<file path="src/rtl/pc_redirect_ctrl.sv">
// PC owner for the fetch stage: arbitrates EX/ID redirects, stall and increment, drives squashes and refill tracking.
// Optional redirect statistics counters enabled by defining PC_REDIRECT_STATS_EN.
module pc_redirect_ctrl #(
    parameter logic [15:0] RESET_PC      = 16'h0000,
    parameter int unsigned REFILL_CYCLES = 3
) (
    input  logic        clk,
    input  logic        rst_n,
    input  logic        stall,
    input  logic        ex_valid,
    input  logic        ex_redirect,
    input  logic [15:0] ex_new_pc,
    input  logic        id_redirect,
    input  logic [15:0] id_target,
    output logic [15:0] pc_out,
    output logic        flush_ifid,
    output logic        flush_idrr,
    output logic        flush_rrex,
    output logic        refill
`ifdef PC_REDIRECT_STATS_EN
    ,
    output logic [15:0] ex_redirect_cnt,
    output logic [15:0] id_redirect_cnt
`endif
);

    localparam int unsigned PC_W  = 16;
    localparam int unsigned CNT_W = $clog2(REFILL_CYCLES) + 1;

    localparam logic [0:0] ST_RUN    = 1'b0;
    localparam logic [0:0] ST_REFILL = 1'b1;

    localparam logic [CNT_W-1:0] CNT_RELOAD = CNT_W'(REFILL_CYCLES - 1);

    logic [0:0]       state_q, state_d;
    logic [CNT_W-1:0] cnt_q, cnt_d;
    logic [PC_W-1:0]  pc_q, pc_d;
    logic             ex_take;
    logic             id_take;

    // EX is older than anything stalled behind it, so it beats both stall and ID.
    assign ex_take = ex_redirect & ex_valid;
    assign id_take = id_redirect & ~stall & ~ex_take;

    // Squashes are same-cycle; suppressed while reset is held.
    assign flush_ifid = rst_n & (ex_take | id_take);
    assign flush_idrr = rst_n & ex_take;
    assign flush_rrex = rst_n & ex_take;

    assign pc_out = pc_q;
    assign refill = (state_q == ST_REFILL);

    always_ff @(posedge clk or negedge rst_n) begin
        if (!rst_n) begin
            state_q <= ST_RUN;
            cnt_q   <= '0;
            pc_q    <= RESET_PC;
        end else begin
            state_q <= state_d;
            cnt_q   <= cnt_d;
            pc_q    <= pc_d;
        end
    end

    always_comb begin
        state_d = state_q;
        cnt_d   = cnt_q;
        pc_d    = pc_q;

        if (ex_take) begin
            pc_d = ex_new_pc;
        end else if (id_take) begin
            pc_d = id_target;
        end else if (!stall) begin
            pc_d = pc_q + PC_W'(1);
        end

        case (state_q)
            ST_RUN: begin
                if (ex_take) begin
                    state_d = ST_REFILL;
                    cnt_d   = CNT_RELOAD;
                end
            end
            ST_REFILL: begin
                if (ex_take) begin
                    cnt_d = CNT_RELOAD;
                end else if (stall) begin
                    cnt_d = cnt_q;
                end else if (cnt_q == '0) begin
                    state_d = ST_RUN;
                end else begin
                    cnt_d = cnt_q - CNT_W'(1);
                end
            end
            default: begin
                state_d = ST_RUN;
                cnt_d   = '0;
            end
        endcase
    end

`ifdef PC_REDIRECT_STATS_EN
    logic [15:0] ex_cnt_q;
    logic [15:0] id_cnt_q;

    // Saturating event counters for redirect profiling.
    always_ff @(posedge clk or negedge rst_n) begin
        if (!rst_n) begin
            ex_cnt_q <= '0;
            id_cnt_q <= '0;
        end else begin
            if (ex_take && (ex_cnt_q != 16'hFFFF)) begin
                ex_cnt_q <= ex_cnt_q + 16'(1);
            end
            if (id_take && (id_cnt_q != 16'hFFFF)) begin
                id_cnt_q <= id_cnt_q + 16'(1);
            end
        end
    end

    assign ex_redirect_cnt = ex_cnt_q;
    assign id_redirect_cnt = id_cnt_q;
`endif

endmodule

</file>
<file path="config.mk">
export PLATFORM = sky130hd
export DESIGN_NAME = pc_redirect_ctrl
export DESIGN_NICKNAME = d
export VERILOG_FILES = /design/src/rtl/pc_redirect_ctrl.sv
export SDC_FILE = /design/constraint.sdc
export NUM_CORES = 1
export LEC_CHECK = 0
export CORE_MARGIN = 2
export CORE_UTILIZATION = 43
export CTS_CLUSTER_DIAMETER = 80
export DETAILED_ROUTE_END_ITERATION = 10
export PLACE_DENSITY = 0.77
export SYNTH_ARGS = -nofsm -noshare
export SYNTH_HDL_FRONTEND = slang
export SYNTH_SLANG_ARGS = --single-unit
</file>
<file path="constraint.sdc">
create_clock -name clk -period 1.8 [get_ports clk]
set_input_delay 0.18 -clock clk [delete_from_list [all_inputs] [get_ports clk]]
set_output_delay 0.18 -clock clk [all_outputs]
set_load 0.05 [all_outputs]
</file>
==> reports/qor.csv <==
stage;metric;value;unit
power;peakVddDrop;569;uV
clock_network;insertion_delay;0.31;ns
critical_path;crit_chain;clkdlybuf4s50_1;
critical_path;crit_type;flip-flop to output port;
timing;tightest_slew;0.506;ns
synthesis;yosys.area_share.simple;21.3;%
status;status;finished clean;
synthesis;yosysWarnings;0;
detailed_routing;routed_wl;4520;um
synthesis;ys_types;44;
timing;period_share;96.1;%
power;p_leak;0.938;nW
final_layout;nets;274;
power;power_density;842;nW/um2
timing;finalSetupTns;0;ns
timing;maxSlewHeadroom;66.1;%
critical_path;crit_path_end_kind;output port;
critical_path;worstPathArrival;1.55;ns
clock_network;htreeDepth;1;
critical_path;cp.required;1.62;ns
floorplan;die_w;61.3;um
placed_design;dp_slack;0.0560;ns
synthesis;syn_area_per_cell;8.57;um2
synthesis;muxShareOfSynthArea;1.42;%
detailed_routing;dr.pass1.iters;6;
global_routing;antenna_found_initial;0;
final_layout;syn_to_final_growth;54.8;%
final_layout;final_cell_mix;clkdlybuf4s50_1 (44), buf_4 (20), dfrtp_1 (18);
synthesis;synth_top_family_by_area;compound AO/OA/AOI/OAI gates;
clock_network;cts_buffer_depth;2;
global_routing;grt_pass1_wl;7350;um
synthesis;synthDominantCellAreaShare;35.4;%
global_routing;grtUsageTotal;26.2;%
synthesis;netlist_area;1410;um2
timing;layout_min_cycle_time;1.73;ns
critical_path;cpPeakStageDelay;0.81;ns
placed_design;port-buffer-count;57;
clock_network;cts_resized;0;
clock_network;clk_pin_slew;0.12;ns
synthesis;synth_edf_count;0;
synthesis;yosysTopAreaCell;dfrtp_1;
final_layout;final_common_cell;clkdlybuf4s50_1;
critical_path;cp_max_fo;6;
flow_run;drv_cap;0;
detailed_routing;drtAntennaViolNets;0;
clock_network;tritoncts;yes;
synthesis;syn_inst;165;
global_routing;grt_pass1_vias;1595;
critical_path;crit_path_start_kind;flip-flop;
timing;skew;0.00392;ns
synthesis;async_reset_ff_share;100;%
detailed_routing;initialDrtViolationCount;135;
detailed_routing;drc_errors;0;
synthesis;synth_ff_type;dfrtp_1;
final_layout;layout-drive-gt1-share;15.1;%
timing;maxSlewViolCount;0;
clock_network;cts_buffers;3;
clock_network;clockRootBuffer;clkbuf_4;
floorplan;num_io_pins;58;
synthesis;synth_compound_area_share;32.2;%
min_path;min_path_type;input port to async pin;
floorplan;dieHeight;61.3;um
critical_path;cp_slowest_cell;clkdlybuf4s50_1;
final_layout;fillers;267;
synthesis;synth-xor-area-share;1.24;%
floorplan;die_area;3760;um2
timing;hold_violations;0;
global_routing;gr-total-overflow;0;
final_layout;n_antenna_cell;0;
timing;fin_ws;0.0702;ns
clock_network;hold_buffers;0;
synthesis;synth.top_cells.by_area;dfrtp_1 (35%), a21oi_1 (4.2%), a221o_1 (3.5%);
timing;setup_violations;0;
floorplan;row_count;20;
synthesis;synth_seq_cells;20;
detailed_routing;wl_per_cell;16.4;um
critical_path;crit_buf_inv;1;
power;power;0.00184;W
placed_design;place_congestion;0.832;
critical_path;crit_family;buffers and inverters;
clock_network;clock_sinks;20;
floorplan;start_util;45.6;%
detailed_routing;routed_via_density;5.97;
timing;clock.fmax;578;MHz
placed_design;dpl.hpwl;3560;um
global_routing;grt_max_degree;20;
floorplan;core_area;3100;um2
clock_network;post_cts_buffers;0;
synthesis;synth_adder_area_share;2.65;%
detailed_routing;dr_total_vias;1647;
timing;rsz0062_at_grt;no;
synthesis;syn_nets;206;
synthesis;yosysSeqAreaShare;35.4;%
[routing by layer]
metal | routed length [um] | global-route usage (%)
met3 | 274 | 4.41
met4 | 26 | 4.86
met2 | 2340 | 47.4
met5 | 0 | 0
met1 | 1880 | 32.9
[metrics by stage]
stage / cells / instance area [um2] / utilization, % / hold WS, ns
floorplan: 165 / 1420 / - / -0.116
global placement: 272 / 2150 / 69.2 / 0.486
detailed placement: 272 / 2150 / 69.2 / 0.502
CTS: 276 / 2170 / 70.0 / 0.229
global route: 276 / 2190 / 70.5 / 0.224
finish: 276 / 2190 / 70.5 / 0.249
[power by group]
group | leakage, nW | total [W] | switching, W | internal, W
clock | 0.0150 | 0.000234 | 0.000147 | 0.0000865
sequential | 0.228 | 0.000663 | 0.000112 | 0.000551
combinational | 0.696 | 0.000947 | 0.000547 | 0.000400
[cell usage after synthesis (all sizes together), types with 2 or more instances]
| cell type | number |
|---|---|
| a211oi | 2 |
| a21oi | 12 |
| a221o | 5 |
| a222oi | 5 |
| a22oi | 2 |
| a2bb2oi | 4 |
| a41oi | 2 |
| and2 | 2 |
| and3 | 6 |
| buf | 7 |
| clkbuf | 4 |
| dfrtp | 20 |
| ha | 3 |
| inv | 7 |
| mux2i | 2 |
| nand2 | 10 |
| nand3 | 8 |
| nand4 | 4 |
| nor2 | 13 |
| nor3 | 7 |
| nor3b | 2 |
| o21ai | 17 |
| o22ai | 2 |
| o2bb2ai | 5 |
| xnor2 | 2 |
[final timing paths]
path | from | end | slack (ns) | depth (start not counted)
hold / removal | rst_n | cnt_q[2] | 0.25 | 2
hold reg to reg | cnt_q[1] | cnt_q[1] | 0.53 | 2
max in group asynchronous | rst_n | pc_out[1] | 1.32 | 2
setup / recovery | pc_out[0] | pc_out[0] | 0.07 | 1
setup reg to reg | pc_out[0] | pc_out[8] | 0.12 | 5
min in group clk | ex_new_pc[1] | pc_out[1] | 0.43 | 3
[cell type report]
class	count	area (um2)	area share [%]
Clock buffer	4	26.3	1.20
Inverter	7	26.3	1.20
Multi-Input combinational cell	127	832	38.0
Sequential cell	20	503	23.0
Tap cell	44	55.1	2.52
Timing Repair Buffer	74	746	34.1
[state kept, by name, summed over array words and instances, names as in the netlist]
| name | cells |
|---|---|
| cnt_q | 3 |
| refill | 1 |
| pc_out | 16 |
[cells by family after synthesis]
family	after synthesis
mux	2
compound gates	63
simple gates	57
buf+inv	18
flops	20
fa+ha+maj	3
xor+xnor	2
(Power assumes the default switching activity.)
